$ cat src/rtl/loop_ctrl_pkg.sv
// Shared definitions for the loop-control sequencer.
// Contents:
//   state_t        3-bit state encoding: IDLE/SETTLE/ARM/RUN/COOL = 0..4.
//   IVEC_*         nand3 drive vectors {i0,i1,i2} per state.
//   FAULT_CNT_SAT  saturation value for the fault counter.
//   ivec_of()      maps a state to its nand3 drive vector.
package loop_ctrl_pkg;

  typedef enum logic [2:0] {
    ST_IDLE   = 3'd0,
    ST_SETTLE = 3'd1,
    ST_ARM    = 3'd2,
    ST_RUN    = 3'd3,
    ST_COOL   = 3'd4
  } state_t;

  // Bit order is {i0, i1, i2}: bias enable, settled, locked-and-running.
  localparam logic [2:0] IVEC_OFF    = 3'b000;
  localparam logic [2:0] IVEC_SETTLE = 3'b100;
  localparam logic [2:0] IVEC_ARM    = 3'b110;
  localparam logic [2:0] IVEC_RUN    = 3'b111;

  localparam logic [7:0] FAULT_CNT_SAT = 8'hFF;

  function automatic logic [2:0] ivec_of(input state_t s);
    logic [2:0] v;
    case (s)
      ST_SETTLE: v = IVEC_SETTLE;
      ST_ARM:    v = IVEC_ARM;
      ST_RUN:    v = IVEC_RUN;
      default:   v = IVEC_OFF;
    endcase
    return v;
  endfunction

endpackage

$ cat src/rtl/loop_lock_filt.sv
// Lock deglitch filter.
// lock_f follows lock_raw only after FILT_LEN consecutive samples that
// disagree with the current lock_f; any agreeing sample restarts the run.
// Ports:
//   CELCLK    clock, rising edge
//   CELRST    synchronous active-high reset (lock_f -> 0)
//   lock_raw  unfiltered lock, synchronous to CELCLK
//   lock_f    filtered lock (registered)
module loop_lock_filt #(
  parameter int FILT_LEN = 4
) (
  input  logic CELCLK,
  input  logic CELRST,
  input  logic lock_raw,
  output logic lock_f
);

  localparam int FW = (FILT_LEN < 2) ? 1 : $clog2(FILT_LEN);
  // The run counter never needs to hold FILT_LEN itself: the sample that
  // would make it FILT_LEN toggles lock_f and clears the counter instead.
  localparam logic [FW-1:0] RUN_LAST = FW'(FILT_LEN - 1);

  logic [FW-1:0] r_run;
  logic          r_lock_f;

  always_ff @(posedge CELCLK) begin
    if (CELRST) begin
      r_run    <= '0;
      r_lock_f <= 1'b0;
    end else if (lock_raw == r_lock_f) begin
      r_run <= '0;
    end else if (r_run == RUN_LAST) begin
      r_lock_f <= lock_raw;
      r_run    <= '0;
    end else begin
      r_run <= r_run + 1'b1;
    end
  end

  assign lock_f = r_lock_f;

endmodule

$ cat src/rtl/loop_ctrl_seq.sv
// Loop-control sequencer feeding the loop nand3 brick. The nand3 output
// only goes low (all three inputs high) in RUN: powered, settled, locked,
// fault-free.
// Optional build macro: LOOP_CTRL_SEQ_FAULT_LATCH_EN -- after a fault the
// cooldown always lands in IDLE and latches; start is then ignored until a
// stop pulse seen in IDLE clears the latch.
// Ports:
//   CELCLK, CELRST     clock / synchronous active-high reset
//   CELV, CELG, SUB    supply/ground/substrate symbol pins, no function
//   start, stop        level run / shutdown requests
//   lock_raw           unfiltered lock (already synchronous)
//   fault              fault indicator
//   i0_o, i1_o, i2_o   nand3 inputs (bias enable / settled / locked+running)
//   state_o            current state encoding
//   lock_f_o           filtered lock
//   fault_cnt_o        saturating fault count
module loop_ctrl_seq
  import loop_ctrl_pkg::*;
#(
  parameter int SETTLE_CYC = 16,
  parameter int FILT_LEN   = 4,
  parameter int COOL_CYC   = 32,
  parameter int CNT_W      = 8
) (
  input  logic       CELCLK,
  input  logic       CELRST,
  input  logic       CELV,
  input  logic       CELG,
  input  logic       SUB,
  input  logic       start,
  input  logic       stop,
  input  logic       lock_raw,
  input  logic       fault,
  output logic       i0_o,
  output logic       i1_o,
  output logic       i2_o,
  output logic [2:0] state_o,
  output logic       lock_f_o,
  output logic [7:0] fault_cnt_o
);

  localparam logic [CNT_W-1:0] SETTLE_LAST = CNT_W'(SETTLE_CYC - 1);
  localparam logic [CNT_W-1:0] COOL_LAST   = CNT_W'(COOL_CYC - 1);

  state_t           r_state;
  state_t           w_nxt;
  logic [CNT_W-1:0] r_cnt;
  logic [CNT_W-1:0] w_cnt_nxt;
  logic [7:0]       r_fcnt;
  logic             w_fault_hit;
  logic [2:0]       r_ivec;
  logic [2:0]       w_ivec_nxt;
  logic             w_lock_f;
  logic             w_unused_pins;

  // Symbol-only pins: folded into a dead signal so they stay on the port list.
  assign w_unused_pins = &{1'b0, CELV, CELG, SUB};

  loop_lock_filt #(
    .FILT_LEN (FILT_LEN)
  ) u_lock_filt (
    .CELCLK   (CELCLK),
    .CELRST   (CELRST),
    .lock_raw (lock_raw),
    .lock_f   (w_lock_f)
  );

`ifdef LOOP_CTRL_SEQ_FAULT_LATCH_EN
  logic r_latch;
  logic w_latch_nxt;

  always_ff @(posedge CELCLK) begin
    if (CELRST) r_latch <= 1'b0;
    else        r_latch <= w_latch_nxt;
  end
`endif

  // State register, shared counter, fault counter and registered outputs.
  always_ff @(posedge CELCLK) begin
    if (CELRST) begin
      r_state <= ST_IDLE;
      r_cnt   <= '0;
      r_fcnt  <= '0;
      r_ivec  <= IVEC_OFF;
    end else begin
      r_state <= w_nxt;
      r_cnt   <= w_cnt_nxt;
      r_ivec  <= w_ivec_nxt;
      if (w_fault_hit && (r_fcnt != FAULT_CNT_SAT))
        r_fcnt <= r_fcnt + 8'd1;
    end
  end

  // Next-state logic. Priority inside an active state: fault > stop > rest.
  always_comb begin
    w_nxt       = r_state;
    w_cnt_nxt   = r_cnt;
    w_fault_hit = 1'b0;
`ifdef LOOP_CTRL_SEQ_FAULT_LATCH_EN
    w_latch_nxt = r_latch;
`endif
    case (r_state)
      ST_IDLE: begin
`ifdef LOOP_CTRL_SEQ_FAULT_LATCH_EN
        if (r_latch) begin
          // Latched: only a stop clears it; start counts from next cycle.
          if (stop) w_latch_nxt = 1'b0;
        end else if (start && !stop) begin
          w_nxt     = ST_SETTLE;
          w_cnt_nxt = '0;
        end
`else
        if (start && !stop) begin
          w_nxt     = ST_SETTLE;
          w_cnt_nxt = '0;
        end
`endif
      end
      ST_SETTLE, ST_ARM, ST_RUN: begin
        if (fault) begin
          w_nxt       = ST_COOL;
          w_cnt_nxt   = '0;
          w_fault_hit = 1'b1;
        end else if (stop) begin
          w_nxt = ST_IDLE;
        end else begin
          case (r_state)
            ST_SETTLE: begin
              // Always passes through ARM, even if lock is already good.
              if (r_cnt == SETTLE_LAST) w_nxt = ST_ARM;
              else                      w_cnt_nxt = r_cnt + 1'b1;
            end
            ST_ARM:  if (w_lock_f)  w_nxt = ST_RUN;
            default: if (!w_lock_f) w_nxt = ST_ARM;
          endcase
        end
      end
      ST_COOL: begin
        // Cooldown cannot be aborted or extended by stop/fault.
        if (r_cnt == COOL_LAST) begin
`ifdef LOOP_CTRL_SEQ_FAULT_LATCH_EN
          w_nxt       = ST_IDLE;
          w_latch_nxt = 1'b1;
`else
          if (start && !stop) begin
            w_nxt     = ST_SETTLE;
            w_cnt_nxt = '0;
          end else begin
            w_nxt = ST_IDLE;
          end
`endif
        end else begin
          w_cnt_nxt = r_cnt + 1'b1;
        end
      end
      default: begin
        w_nxt     = ST_IDLE;
        w_cnt_nxt = '0;
      end
    endcase
  end

  // Output decode from the next state so outputs flip with state_o.
  always_comb begin
    w_ivec_nxt = ivec_of(w_nxt);
  end

  assign state_o     = r_state;
  assign i0_o        = r_ivec[2];
  assign i1_o        = r_ivec[1];
  assign i2_o        = r_ivec[0];
  assign lock_f_o    = w_lock_f;
  assign fault_cnt_o = r_fcnt;

endmodule

$ cat config.mk
export PLATFORM = sky130hd
export DESIGN_NAME = loop_ctrl_seq
export DESIGN_NICKNAME = d
export VERILOG_FILES = /design/src/rtl/loop_ctrl_pkg.sv /design/src/rtl/loop_lock_filt.sv /design/src/rtl/loop_ctrl_seq.sv
export SDC_FILE = /design/constraint.sdc
export NUM_CORES = 1
export LEC_CHECK = 0
export CAP_MARGIN = 20
export CORE_MARGIN = 1.5
export CORE_UTILIZATION = 50
export CTS_CLUSTER_DIAMETER = 120
export DETAILED_ROUTE_END_ITERATION = 16
export PLACE_DENSITY = 0.86
export SYNTH_ARGS = -nofsm -noshare
export SYNTH_HDL_FRONTEND = slang
export SYNTH_SLANG_ARGS = --single-unit
$ cat constraint.sdc
create_clock -name CELCLK -period 2.7 [get_ports CELCLK]
set_input_delay 0.27 -clock CELCLK [delete_from_list [all_inputs] [get_ports CELCLK]]
set_output_delay 0.27 -clock CELCLK [all_outputs]
set_load 0.005 [all_outputs]
======== Yosys cells after proc, flatten, opt, wreduce, memory -nomap -nowiden ========
Index checks and enable logic that the tools add are counted.
storage, ports and cells
  input bits .............................. 9
  bits in latches ......................... 0
  bits in registers ....................... 25
  logic and storage cells ................. 53
  memories ................................ 0
  output and inout bits ................... 15
  memory bits (writable) .................. 0
  bits in read-only memories .............. 0
operators by class
  $mul .................................... 0
  divide/modulo/power cells ............... 0
  reductions and logical operators ........ 8
  mux-type cells .......................... 20
  add/subtract/negate cells ............... 3
  $lt $le $gt $ge ......................... 0
  equality and inequality tests ........... 15
  bitwise logic cells ..................... 1
  shifts and indexed selects .............. 0
operators by type and width
  operator             number
  $mux 8               6
  $pmux 8 s3           1
  $mux 3               7
  $pmux 3 s3           2
  $add 8x1->8 const B  2
  $eq 3x2->1 const B   4
  $ne 3x3->1 const B   3
  $eq 8x4->1 const B   1
  $eq 8x5->1 const B   1
  $ne 8x8->1 const B   1
  $eq 3x1->1 const B   2
  $pmux 3 s2           1
  $reduce_or 3->1      2
  $eq 3x3->1 const B   1
  $logic_not 3->1      1
  $mux 1               3
  $reduce_and 3->1     1
  $add 2x1->2 const B  1
  $eq 2x2->1 const B   1
  $logic_and 1x1->1    2
  $reduce_and 2->1     1
  $eq 1x1->1           1
  $logic_not 1->1      1
  $not 1->1            1

======== Logic depth before layout (Yosys ltp) ========
Gate-level depths: netlist of the first run.
  depth after elaboration ................. 8
  mapped depth ............................ 6
  depth with buffers taken out ............ 6

======== Modules after synthesis ========
Synthesis of the first run repeated with hierarchy kept, for this count alone.
unflattened totals
  cells, all modules ...................... 143
  area, all modules ....................... 1295.0 µm²
modules (own cells, without submodules)
  module          seq. area each (µm²)  times used  area each (µm²)  cells each
  loop_ctrl_seq   440.4                 1           1178.6           134
  loop_lock_filt  60.1                  1           116.4            9

======== Worst setup path before layout of the first run ========
Ideal clock, no wire load.
  path kind ............................... reg2reg
  from .................................... register r_cnt[5]
  to ...................................... register r_cnt[5]
  buffers on the path ..................... 0
  setup time .............................. 0.124 ns
  arrival ................................. 1.474 ns
  path slack .............................. 1.102 ns
  data required time ...................... 2.576 ns
  cell stages (with the launch flop) ...... 6
  clock period less this slack ............ 1.598 ns
  path through ............................ dfxtp_1 -> or3_4 -> o211ai_1 -> nand2_1 -> a221oi_1 -> o21ai_1
between the ends
  cells in the longest elaborated chain, start to end .. 6
  elaborated cells between the ends (all ways) .. 12
  those cells by class .................... 1 x add/sub; 3 x eq/ne; 7 x mux; 1 x reduce/logical
RTL lines
  item                    line                                        source
  from (decl)             loop_ctrl_seq.sv:47                         logic [CNT_W-1:0] r_cnt;
  from (signal assigned)  loop_ctrl_seq.sv:87                         r_cnt <= w_cnt_nxt;
  $add 8x1->8             loop_ctrl_seq.sv:131, loop_ctrl_seq.sv:153
  $mux 8                  loop_ctrl_seq.sv:130                        if (r_cnt == SETTLE_LAST) w_nxt = ST_ARM;
  $mux 8                  loop_ctrl_seq.sv:127                        case (r_state)
  $mux 8                  loop_ctrl_seq.sv:124                        end else if (stop) begin
  $mux 8                  loop_ctrl_seq.sv:120                        if (fault) begin
  $pmux 8 s3              loop_ctrl_seq.sv:102                        case (r_state)
Parallel ways exist; a longest one is shown, timed or not. The select of a mux whose other input is x is not followed.
A chain may end at the register's enable or synchronous reset.

======== Final worst setup path of the first run ========
  from .................................... register r_cnt[0]
  to ...................................... register r_cnt[5]
The elaborated chain is that of the path after synthesis.

==> results.txt, run 1 <==
- The routed design has 2880 um of wire.
- Setup clock skew after layout: 0.00374 ns
- In this run the register-to-register setup slack is 0.80 ns.
- Switching Share: 25.3%
- Count of buffers added by post-CTS timing repair for setup: 0
* Cts hold-fix bufs: 0
* Top flip-flop cell by instance count after synthesis: dfxtp_1
- Of the cells placed in the final design, the portion with a size suffix greater than 1 is 8.47%.
* Static leakage power: 0.523 nW
* Hold Crit Class: flip-flop to flip-flop
* Total number of H-tree levels: 1
- The initial antenna violation count was 0.
- Buffer cell driving the clock tree root: clkbuf_4
* Number of nets with antenna violations after detailed routing: 0
* Synth Net Count: 168
- Number of register bits inferred by synthesis: 25
- The Yosys step of the flow raised 0 warnings.
- Summed over all nets, the switching power comes to 0.000157 W.
- Number of placement rows: 18
* Ratio of routed vias to standard cells: 5.85
* Cell Area, Synth: 1290 um^2
* Via count: 1,210
- Post-synthesis cell type with the largest combined area: dfxtp_1
- Cells after Synth: 156
* Count of endpoints failing setup in the final report: 0
- Die extent in y: 53.8 um
- Crit Reg-Reg Startpoint: r_cnt[0]
* Startpoint type of the worst setup path: flip-flop
- The max-slew violation count was 0.
* First DRT Iteration DRCs: 45
- For the final routed database, the setup TNS stands at 0 ns.
- Summing all placed instances gives a cell area of 1520 um^2.
- Final period utilization: 70.3%
- Wire per inst: 13.9 um
* Sum of net half-perimeters after detailed placement: 2110 um
- Maximum fanout along the worst path: 8
- TritonCTS buffer count: 3
- Crit Reg-Reg Endpoint: r_cnt[5]
* Actual slew at the worst max-slew pin: 0.437 ns
- Full die area: 2900 um^2
* Total internal power: 0.000462 W
- Vias in the first global route: 1,138
- Unrepaired setup endpoints after global routing: false
- For this run, the register share of the synthesized area comes to 38.8%.
* Number of top-level design ports: 24
- Buffer depth of the longest clock path: 2
* FILL cells: 221
* EDFF count, synth: 0
- The later pin in the worst-skew pair is clocked with a latency of 0.32 ns.
* Final instance area: 1550 um^2
* Global routing usage summed across all routing layers: 22.7%
- After synthesis, the share of flip-flops with an asynchronous set or reset is 0%.
* Starting Density: 52.6%
- The repair_antennas step left the layout with diodes totalling 0.
* Number of clock sinks seen by CTS: 25
- Status: completed
- In the post-synthesis netlist, the cell with the most instances is dfxtp_1.
- Combinational cell fraction of total power: 10.9%
* Mean cell area of the mapped netlist: 8.28 um^2
* Top cell types by occurrence after synthesis: dfxtp_1, nor2_1, a21oi_1, nand2_1, nand3_1
- Max-slew headroom at the worst pin: 70.8%
- Critical setup path kind: flip-flop to flip-flop
- Counting instances, the worst hold path has a depth of 1.
* Largest net degree at the start of global routing: 17
- Seq pwr share: 61.7%
* Area added between synthesis and finish: 20.2%
- PortBufs: 20
* Critical Path RT: 2.92 ns
* Number of unique standard cell types used by synthesis: 38
- Synth top area share: 38.8%
- For the worst flop-to-flop path, the logic depth is 6.
* Worst hold path startpoint: u_lock_filt.r_run[0]
* Total of cells resized after clock tree synthesis: 0
* Clock share of power: 27.4%
- Die outline width: 53.8 um
- At the end of routability-driven placement, the weighted congestion stood at 0.893.
- Endpoint class of the critical path: flip-flop
- For hold timing, the worst endpoint is u_lock_filt.r_run[0].
- In the final design database the tool counted 190 nets.
* DRC violation count after routing: 0
- Hold Fails Final Rpt: 0
* Main area contributors after synthesis: dfxtp_1, nor2_1, a21oi_1
* Data arrival time of the worst path: 2.12 ns
- Standard cell core area: 2450 um^2
* Congestion Overflow GR: 0
- Clock tree from TritonCTS: yes
- Across the run, the number of max-cap violations was 0.
- Static timing analysis puts the maximum clock frequency at 527 MHz.
- Clock slew at the register clock pins of the worst setup and hold paths: 0.13 ns
* Post-layout minimum cycle time: 1.90 ns
- The first global-routing pass estimated 4820 um of wire.
- Worst vdd rail ir drop: 0.000312 V
* 1st-pass router iterations: 4
- Areal power density over the cells: 399 nW/um^2
[critical path: stages, from the launching register on]
cell      delay (ns)
dfxtp_1         0.42
ha_1            0.26
nand4_1         0.16
o211ai_1        0.26
nand2_1         0.25
a221oi_1        0.34
o21ai_1         0.10
[logic make-up (layout without fill, tap and decap cells)]
kind of cell	Yosys count	count (layout)	share of synthesized area, %
simple gates	74	74	29.3
compound gates	34	34	19.0
mux	3	3	2.42
flops	25	25	38.8
xor+xnor	7	7	4.75
buf+inv	10	31	2.91
fa+ha+maj	3	3	2.91
[cell type report]
type | instances | area, um^2 | area share [%]
multi-input combinational | 121 | 753 | 48.5
inverter | 6 | 22.5 | 1.45
timing repair buffer | 21 | 208 | 13.4
sequential | 25 | 500 | 32.3
clock inverter | 1 | 7.51 | 0.484
tap | 30 | 37.5 | 2.42
clock buffer | 3 | 22.5 | 1.45
[flip-flops by register name, indices dropped and copies added (netlist names)]
name                flops
state_o                 3
u_lock_filt.lock_f      1
fault_cnt_o             8
u_lock_filt.r_run       2
r_ivec                  3
r_cnt                   8
[stage by stage]
| stage | hold WS [ns] | total power, W | utilization (%) | setup slack, ns | std cells |
|---|---|---|---|---|---|
| after floorplan | 0.397 | 0.000430 | - | 1.10 | 156 |
| after global placement | 0.404 | 0.000453 | 62.0 | 0.890 | 203 |
| after detailed placement | 0.413 | 0.000457 | 62.0 | 0.870 | 203 |
| after CTS | 0.432 | 0.000626 | 63.2 | 0.830 | 207 |
| after global routing | 0.444 | 0.000651 | 63.2 | 0.681 | 207 |
| final | 0.427 | 0.000619 | 63.2 | 0.801 | 207 |
[power groups by stage]
stage / clock network, W / logic [W] / registers [W]
2_1_floorplan: 0 / 0.0000422 / 0.000387
3_3_place_gp: 0 / 0.0000643 / 0.000389
3_5_place_dp: 0 / 0.0000668 / 0.000390
4_1_cts: 0.000177 / 0.0000676 / 0.000382
5_1_grt: 0.000193 / 0.0000749 / 0.000383
6_report: 0.000169 / 0.0000677 / 0.000382
[per-layer routing]
| metal | vias to the layer above | global-route usage (%) | wire, um |
|---|---|---|---|
| met5 | - | 0 | 0 |
| met4 | 0 | 6.41 | 42 |
| met3 | 9 | 5.83 | 141 |
| met2 | 40 | 41.7 | 1440 |
| met1 | 566 | 25.6 | 1250 |
| li1 | 595 | - | - |
[cell usage in the layout, fill, tap and decap left out, drive strengths merged]
cell,instances
o211ai,4
and4,1
mux2,1
o21ai,8
a221oi,1
clkbuf,3
buf,1
nor2,19
nand2,13
or3,4
o311ai,2
a21oi,13
clkinvlp,1
mux2i,2
nand3,9
and2,2
and2b,1
nand2b,4
ha,3
o21a,1
inv,6
clkdlybuf4s50,20
nand3b,1
or2b,1
xnor2,6
nor3,8
a211oi,2
dfxtp,25
nand4,5
xor2,1
and3,2
o21ba,1
nor2b,4
o32ai,2
[worst max-delay path by stage]
stage	depth (start not counted)	slack, ns	from	endpoint
finish	6	0.80	r_cnt[0]	r_cnt[5]
floorplan	5	1.10	r_cnt[5]	r_cnt[5]
detailed placement	5	0.87	fault	r_cnt[5]
global route	6	0.68	r_cnt[0]	r_cnt[5]
global placement	5	0.89	fault	r_cnt[5]
CTS	6	0.83	r_cnt[0]	r_cnt[5]
Power figures use the tool's default switching activity.
==> inputs of run 2 (changes only) <==
CORE_UTILIZATION = 46   (was 50)
PLACE_DENSITY = 0.84   (was 0.86)
clock period = 1.65 ns   (was 2.7 ns; I/O delays follow)
==> results.txt, run 2 (synthesis results as in run 1) <==
- Net switching is 25.7% of the power.
* Unrepaired setup endpoints after global routing: true
* Number of max-cap violations: 0
- The tree is rooted in a clkbuf_4.
* Sequential cell area: 503 um^2
- Vias in the first global route: 1,207
- Seq pwr share: 60.7%
* Switching power of the nets: 0.000264 W
- Max-slew headroom at the worst pin: 71.6%
- Met3 Resource Use GR: 3.26%
- Antenna violations before repair: 0
- Worst hold slack: 0.441 ns
- The routed design could run at a clock period as short as 1.68 ns.
- Compared with the post-synthesis result, the final layout area differs by 27.3%.
* Combined area of the multi-input logic cells: 777 um^2
- Number of nets with antenna violations after detailed routing: 0
* Cts hold-fix bufs: 0
- In this run the standard cell core region covers 2710 um^2.
* Hold Fails Final Rpt: 0
- The clock network burns 27.1% of the power.
- The final layout contains routed wiring with a total length of 3000 um.
- Full die area: 3130 um^2
- FILL cells: 233
- Count of endpoints failing setup in the final report: 4
- Final period utilization: 102%
- Maximum fanout along the worst path: 9
* Number of placement rows: 19
- Based on the critical path, the design can be clocked at up to 595 MHz.
- Sum of net half-perimeters after detailed placement: 2180 um
- Most common library cell in the layout ignoring fill and taps: dfxtp_1
- The worst setup path is of the flip-flop to flip-flop kind.
- Endpoint class of the critical path: flip-flop
- Data arrives at the worst endpoint at 1.90 ns.
- Combinational logic burns 12.2% of the power.
- The tightest min-delay check is of the flip-flop to flip-flop type.
- CTS built an H-tree with a depth of 1.
- DRC violation count after routing: 0
- TritonCTS built the clock tree.
* Areal power density over the cells: 625 nW/um^2
- In the final design database the tool counted 199 nets.
- Layout cells sized above 1: 16.1%
- After detailed routing, the number of vias per cell comes to 5.94.
- Clock latency on the worst-skew pair, taken at its later pin, is 0.33 ns.
- For this configuration, the core starts out at a cell density of 47.6%.
- Global routing used 37.5% of the available met2 tracks.
- met2 is the most crowded layer.
- The first global-routing pass estimated 5120 um of wire.
- The clock arrives with 0.0116 ns of skew.
* Die extent in y: 56.0 um
- Failing checks: setup timing
- The design draws 0.00103 W.
- In this run the count of I/O pins placed on the die edge is 24.
* Die outline width: 56.0 um
* Static leakage power: 0.569 nW
- Across all setup checks in the final design, the least slack found is -0.0319 ns.
- The clock passes through at most 2 buffers.
- Pins over their slew limit: 0
- Clock slew at the register clock pins of the worst setup and hold paths: 0.14 ns
- TritonCTS buffer count: 3
- After global routing the overflow that remains totals 0.
- PortBufs: 20
- The detailed router finished its first iteration with 60 violations.
- For this design, the sink count on the clock tree is 25.
- VDD sags by at most 0.000556 V.
* Met1 track utilization from global routing: 22.5%
- In the layout the commonest cells are dfxtp_1, clkdlybuf4s50_1, nor2_1.
- Diodes inserted: 0
- Largest net degree at the start of global routing: 25
- The run finished, with violations left.
- Critical Path RT: 1.87 ns
- 1st-pass router iterations: 4
- Final weighted congestion in routability-driven placement: 0.843
- The final route contains 1,288 vias.
- Total internal power: 0.000764 W
* Actual slew at the worst max-slew pin: 0.426 ns
* Wire per inst: 13.8 um
* Startpoint type of the worst setup path: flip-flop
- For this run, the total global-route usage over all layers was measured as 20.1%.
-- run 2: what timing repair did --
| item | 4_1_cts | 5_1_grt |
|---|---|---|
| gates resized for setup | 2 | 5 |
| pin swaps | 2 | 4 |
| setup buffers | 0 | 2 |
| endpoints found under the setup margin | 2 | 15 |
| gates cloned | 0 | 0 |
-- run 2: per-stage QoR --
stage / setup WS, ns / setup TNS (ns) / cell area (um^2) / cells / utilization, %
2_1_floorplan: 0.0518 / 0 / 1290 / 156 / -
3_3_place_gp: 0.0632 / 0 / 1580 / 211 / 58.1
3_5_place_dp: 0.0159 / 0 / 1580 / 211 / 58.1
4_1_cts: 0.00300 / 0 / 1610 / 215 / 59.4
5_1_grt: -0.0902 / -0.384 / 1640 / 217 / 60.7
6_report: -0.0319 / -0.0830 / 1640 / 217 / 60.7
-- run 2: final timing paths --
path / startpoint / to / slack, ns / depth (start not counted)
worst min-delay path: u_lock_filt.r_run[0] / u_lock_filt.r_run[0] / 0.44 / 1
worst min register to register: u_lock_filt.r_run[0] / u_lock_filt.r_run[0] / 0.44 / 1
worst max-delay path: r_cnt[5] / r_cnt[6] / -0.03 / 5
worst max register to register: r_cnt[5] / r_cnt[6] / -0.03 / 5
-- run 2: metal layers --
| layer | up-vias | routed length (um) |
|---|---|---|
| met5 | - | 0 |
| met4 | 0 | 70 |
| met3 | 10 | 188 |
| met2 | 51 | 1510 |
| met1 | 607 | 1230 |
| li1 | 620 | - |
-- run 2: cell type report --
type                       count  area share (%)
inverter                       6            1.37
clock buffer                   3            1.37
tap                           31            2.36
timing repair buffer          30            16.7
multi-input combinational    121            47.3
sequential                    25            30.6
clock inverter                 1           0.304
-- run 2: power groups by stage --
| stage | clock network (W) | logic (W) | registers (W) |
|---|---|---|---|
| floorplan | 0 | 0.0000691 | 0.000634 |
| global placement | 0 | 0.000115 | 0.000636 |
| detailed placement | 0 | 0.000119 | 0.000637 |
| CTS | 0.000284 | 0.000121 | 0.000624 |
| global route | 0.000304 | 0.000137 | 0.000626 |
| finish | 0.000279 | 0.000125 | 0.000624 |
-- run 2: critical path, cell delays in order (launching register included) --
cell	delay [ns]
dfxtp_2	0.35
or3_4	0.41
o311ai_4	0.34
o21ai_2	0.20
a21oi_1	0.18
o32ai_1	0.08
